$ cat config.mk
export PLATFORM = sky130hd
export DESIGN_NAME = aexm_dcache_resp
export DESIGN_NICKNAME = d
export VERILOG_FILES = /design/src/rtl/aexm_dcache_resp.sv
export SDC_FILE = /design/constraint.sdc
export NUM_CORES = 2
export LEC_CHECK = 0
export BUFFER_PORTS_ARGS = -buffer_cell sky130_fd_sc_hd__buf_4
export CELL_PAD_IN_SITES_DETAIL_PLACEMENT = 1
export CELL_PAD_IN_SITES_GLOBAL_PLACEMENT = 1
export CORE_ASPECT_RATIO = 0.8
export CORE_MARGIN = 8
export CORE_UTILIZATION = 35
export DETAILED_ROUTE_END_ITERATION = 12
export PLACE_DENSITY_LB_ADDON = 0.1
export SLEW_MARGIN = 20
export SYNTH_ARGS = -nofsm -noshare
export SYNTH_HDL_FRONTEND = slang
export SYNTH_MEMORY_MAX_BITS = 65536
export SYNTH_SLANG_ARGS = --single-unit
$ cat constraint.sdc
create_clock -name gclk -period 5.4 [get_ports gclk]
set_input_delay 0.54 -clock gclk [delete_from_list [all_inputs] [get_ports gclk]]
set_output_delay 0.54 -clock gclk [all_outputs]
set_load 0.05 [all_outputs]
$ cat src/rtl/aexm_dcache_resp.sv
// aexm_dcache_resp: direct-mapped write-through data-cache responder with word-wide refill
module aexm_dcache_resp #(
  parameter int LINES_LOG2 = 5,
  parameter int WORDS_LOG2 = 2
) (
  input  logic        gclk,
  input  logic        grst,
  input  logic        dc_stb,
  input  logic        dc_we,
  input  logic [29:0] dc_adr,
  input  logic [3:0]  dc_sel,
  input  logic [31:0] aexm_dcache_datao,
  output logic [31:0] aexm_dcache_datai,
  output logic        dc_ack,
  output logic        dc_err,
  output logic        mem_req,
  output logic        mem_we,
  output logic [29:0] mem_adr,
  output logic [3:0]  mem_sel,
  output logic [31:0] mem_wdat,
  input  logic [31:0] mem_rdat,
  input  logic        mem_ack
);
  localparam int TAGW = 30 - LINES_LOG2 - WORDS_LOG2;
  localparam logic [2:0] IDLE = 3'd0, LOOKUP = 3'd1, REFILL = 3'd2, WRITE = 3'd3, RESP = 3'd4;
  logic [2:0] state;
  logic [29:0] adrQ;
  logic weQ;
  logic [3:0] selQ;
  logic [31:0] datQ;
  logic [WORDS_LOG2-1:0] cnt;
  logic [2**LINES_LOG2-1:0] valid;
  logic [TAGW-1:0] tagMem [2**LINES_LOG2];
  logic [31:0] dataMem [2**(LINES_LOG2+WORDS_LOG2)];
  logic [WORDS_LOG2-1:0] offset;
  logic [LINES_LOG2-1:0] idx;
  logic [TAGW-1:0] tag;
  logic [LINES_LOG2+WORDS_LOG2-1:0] lineWord;
  logic hit, legal;
  assign offset = adrQ[WORDS_LOG2-1:0];
  assign idx = adrQ[WORDS_LOG2 +: LINES_LOG2];
  assign tag = adrQ[29 -: TAGW];
  assign lineWord = {idx, offset};
  assign hit = valid[idx] && tagMem[idx] == tag;
  assign legal = selQ inside {4'h8, 4'h4, 4'h2, 4'h1, 4'hC, 4'h3, 4'hF};
  assign dc_ack = state == RESP;
  assign dc_err = dc_ack && !legal;
  assign mem_req = state == REFILL || state == WRITE;
  assign mem_we = state == WRITE;
  assign mem_adr = state == REFILL ? {tag, idx, cnt} : state == WRITE ? adrQ : '0;
  assign mem_sel = state == REFILL ? 4'hF : state == WRITE ? selQ : '0;
  assign mem_wdat = state == WRITE ? datQ : '0;
  always_ff @(posedge gclk) begin
    if (grst) begin
      state <= IDLE;
      valid <= '0;
      cnt <= '0;
      aexm_dcache_datai <= '0;
    end else begin
      case (state)
        IDLE: if (dc_stb) begin
          adrQ <= dc_adr;
          weQ <= dc_we;
          selQ <= dc_sel;
          datQ <= aexm_dcache_datao;
          state <= LOOKUP;
        end
        LOOKUP: begin
          cnt <= '0;
          if (!legal) state <= RESP;
          else if (weQ) begin
            state <= WRITE;
            // write-through: a hit updates the line, a miss leaves the cache untouched
            if (hit) for (int i = 0; i < 4; i++) if (selQ[i]) dataMem[lineWord][8*i +: 8] <= datQ[8*i +: 8];
          end else if (hit) begin
            aexm_dcache_datai <= dataMem[lineWord];
            state <= RESP;
          end else state <= REFILL;
        end
        REFILL: if (mem_ack) begin
          dataMem[{idx, cnt}] <= mem_rdat;
          if (cnt == offset) aexm_dcache_datai <= mem_rdat;
          cnt <= cnt + 1'b1;
          if (&cnt) begin
            valid[idx] <= 1'b1;
            tagMem[idx] <= tag;
            state <= RESP;
          end
        end
        WRITE: if (mem_ack) state <= RESP;
        default: state <= IDLE;
      endcase
    end
  end
endmodule

==> results.sh <==
export IMPL_grt_pass1_wl_microns=864000
export IMPL_setup_viol=0
export IMPL_netlist_instances=8567
export IMPL_power_density_mw_per_mm2=398
export IMPL_synth_edf_count=4899
export IMPL_synthMuxAreaShare_pct=18.3
export IMPL_ys_seq_area_share_pct=76.8
export IMPL_drt_iter0_drc=11400
export IMPL_cts_buffer_depth=4
export IMPL_cts_sinks=4975
export IMPL_relSlewSlack_pct=19.0
export IMPL_ys_top_cells_by_count="edfxtp_1, mux4_2, a21oi_1"
export IMPL_cts_root_buffer_cell="clkbuf_16"
export IMPL_max_freq_mhz=194
export IMPL_finClkSkew_ns=0.0451
export IMPL_leakage_uw=0.0714
export IMPL_cts_buffers=537
export IMPL_arrival_ns=5.89
export IMPL_routed_wl_microns=629000
export IMPL_peakVddDrop_uv=323
export IMPL_cts_tree="built"
export IMPL_syn_avg_cell_area_sq_um=22.6
export IMPL_r2r_end="dataMem[17][16]$_DFFE_PP_"
export IMPL_h_tree_depth=6
export IMPL_gr_total_overflow=0
export IMPL_dr_pass1_iters=7
export IMPL_ys_ff_latch=4975
export IMPL_worstSetupPathType="reg -> reg"
export IMPL_dp_worst_setup_slack_ns=0.345
export IMPL_status="complete, no violations"
export IMPL_tns_ns=0
export IMPL_initial_core_util_pct=35.1
export IMPL_die_x_microns=847
export IMPL_synth_flop_cell="edfxtp_1"
export IMPL_holdPathStages=4
export IMPL_hold_class="in -> reg"
export IMPL_clk_latency_ns=1.07
export IMPL_worstSetupStartpointType="register"
export IMPL_r2r_cells=14
export IMPL_io_buffers=204
export IMPL_whs_endpoint="aexm_dcache_datai[27]$_SDFFE_PP0P_"
export IMPL_synth_nets=8671
export IMPL_end_kind="register"
export IMPL_synth_area_leader_cell="edfxtp_1"
export IMPL_remaining_drc_errors=0
export IMPL_regArea_sq_mm=0.149
export IMPL_dieArea_sq_mm=0.577
export IMPL_maxCapViolCount=0
export IMPL_die_y_microns=681
export IMPL_yosys_area_share_simple_pct=1.66
export IMPL_final_period_utilization_pct=95.6
export IMPL_grt_pass1_vias=100000
export IMPL_drive_gt1_share_pct=34.1
export IMPL_nFillCells=51300
export IMPL_ys_warnings_count=0
export IMPL_netlist_area_sq_mm=0.194
export IMPL_cp_data_required_time_ns=6.13
export IMPL_synth_adder_area_share_pct=0.00647
export IMPL_synth_compound_area_share_pct=1.94
export IMPL_min_from="mem_rdat[27]"
export IMPL_rsz0062_at_grt="no"
export IMPL_critPathMaxFanout=49
export IMPL_multi_input_area_sq_mm=0.0432
export IMPL_wl_per_cell_microns=35.6
export IMPL_io_pins=205
export IMPL_yosysUniqueCellTypes=58
export IMPL_num_rows=244
export IMPL_grtUsageTotal_pct=21.3
export IMPL_syn_to_final_growth_pct=18.3
export IMPL_antenna_found_initial=53
export IMPL_ys_top_cells_by_area="edfxtp_1, mux4_2, a21oi_1"
export IMPL_synth_top_family_by_area="multiplexers"
export IMPL_synth_top_cell_area_share_pct=76.0
export IMPL_post_cts_resized=0
export IMPL_hpwl_microns=411000
export IMPL_reg2reg_slack_ns=0.24
export IMPL_ys_async_sr_fraction_pct=0
export IMPL_yosysMostFrequentCell="edfxtp_1"
export IMPL_worst_slew_pin_slew_ns=1.21
export IMPL_synth_xor_area_share_pct=0.0996
export IMPL_drtAntennaViolNets=0
export IMPL_vias=96700
export IMPL_maxSlewViolCount=0
export IMPL_path_clk_slew_ns=0.06
export IMPL_min_period_ns=5.16
export IMPL_grt_max_degree=140
export IMPL_nets=9826
export IMPL_coreArea_sq_mm=0.551
export IMPL_gp_congestion=0.814
export IMPL_final_hold_violation_count=0
export IMPL_fin_ws_ns=0.240
export IMPL_vias_per_cell=5.48
what timing repair did:
action,CTS,global route
setup buffers,0,0
hold buffers,91,0
endpoints found under the hold margin,116,0
flip-flops by register name (all words and copies together) (netlist names), named ones only:
register	count
datQ	32
dataMem	4096
cnt	2
state	3
tagMem	736
weQ	1
selQ	4
aexm_dcache_datai	32
adrQ	30
valid	32
placed cells by master, fill, tap and decap left out, types with 38 or more instances in the layout:
| cell | synthesis | layout |
|---|---|---|
| buf_12 | 0 | 115 |
| clkinv_2 | 0 | 70 |
| nand2_1 | 334 | 300 |
| mux4_2 | 1528 | 1528 |
| mux2i_1 | 59 | 59 |
| clkinv_1 | 0 | 126 |
| buf_4 | 10 | 955 |
| dlygate4sd3_1 | 0 | 91 |
| a21oi_1 | 562 | 561 |
| clkbuf_1 | 373 | 123 |
| edfxtp_1 | 4899 | 4899 |
| dfxtp_1 | 76 | 69 |
| nor2_1 | 124 | 92 |
| diode_2 | 0 | 115 |
| clkbuf_16 | 0 | 556 |
| nor2b_1 | 44 | 42 |
| nand2b_1 | 39 | 38 |
| and2_1 | 66 | 66 |
final cells by class:
type	instances	share of cell area, %
Sequential cell	4975	65.0
Timing Repair Buffer	1161	4.54
Inverter	15	0.0257
Multi-Input combinational cell	3032	18.9
Tap cell	7380	4.04
Clock inverter	292	1.13
Antenna cell	115	0.126
Clock buffer	683	6.31
per-layer routing:
metal  vias to the layer above  global-route usage [%]  share of wire, %
met4                         0                    5.68               2.7
met3                       661                    2.77               5.5
met2                      3225                    33.5                47
met1                     53900                    31.5                45
li1                      38900                       -                 -
met5                         -                       0                 0
power by group:
group          leakage (uW)  switching, uW  internal, uW
logic                0.0185           7310          4640
registers            0.0447            177         42900
clock network       0.00829          15500         20700
critical path: stages, from the launching register on:
cell and delay [ns]:
dfxtp_4 0.63, buf_12 0.35, mux4_2 0.38, mux4_2 0.45, o21ai_0 0.23, buf_4 0.18, xor2_1 0.47, nand4b_1 0.30
nor3_1 0.23, buf_4 0.19, nand4_1 0.16, buf_12 0.23, buf_4 0.22, a21oi_1 0.32, buf_4 0.27
kinds of logic after synthesis:
logic type,after synthesis
AOI/OAI and AO/OA,687
xor gates and xnor gates,22
adders and majority gates,1
buffers and inverters,560
DFF,4975
muxes,1623
and+or+nand+nor,699
per-stage QoR:
stage / hold WS [ns] / total power, uW / utilization, % / area [sq um] / std cells
finish: 0.115 / 91200 / 41.5 / 229000 / 17700
global route: 0.0794 / 93700 / 41.5 / 229000 / 17600
CTS: 0.00541 / 92200 / 41.5 / 229000 / 17500
detailed placement: 0.457 / 56000 / 38.2 / 211000 / 16500
global placement: 0.443 / 55900 / 38.2 / 211000 / 16500
floorplan: 0.431 / 50500 / - / 194000 / 8567
worst max path at each step:
stage,startpoint,endpoint,depth (start not counted)
floorplan,register,dataMem[108][0]$_DFFE_PP_,14
global placement,register,dataMem[19][23]$_DFFE_PP_,14
detailed placement,register,dataMem[19][22]$_DFFE_PP_,14
CTS,register,dataMem[19][19]$_DFFE_PP_,14
global route,register,dataMem[19][19]$_DFFE_PP_,14
finish,register,dataMem[17][16]$_DFFE_PP_,14
(Power assumes the default switching activity.)
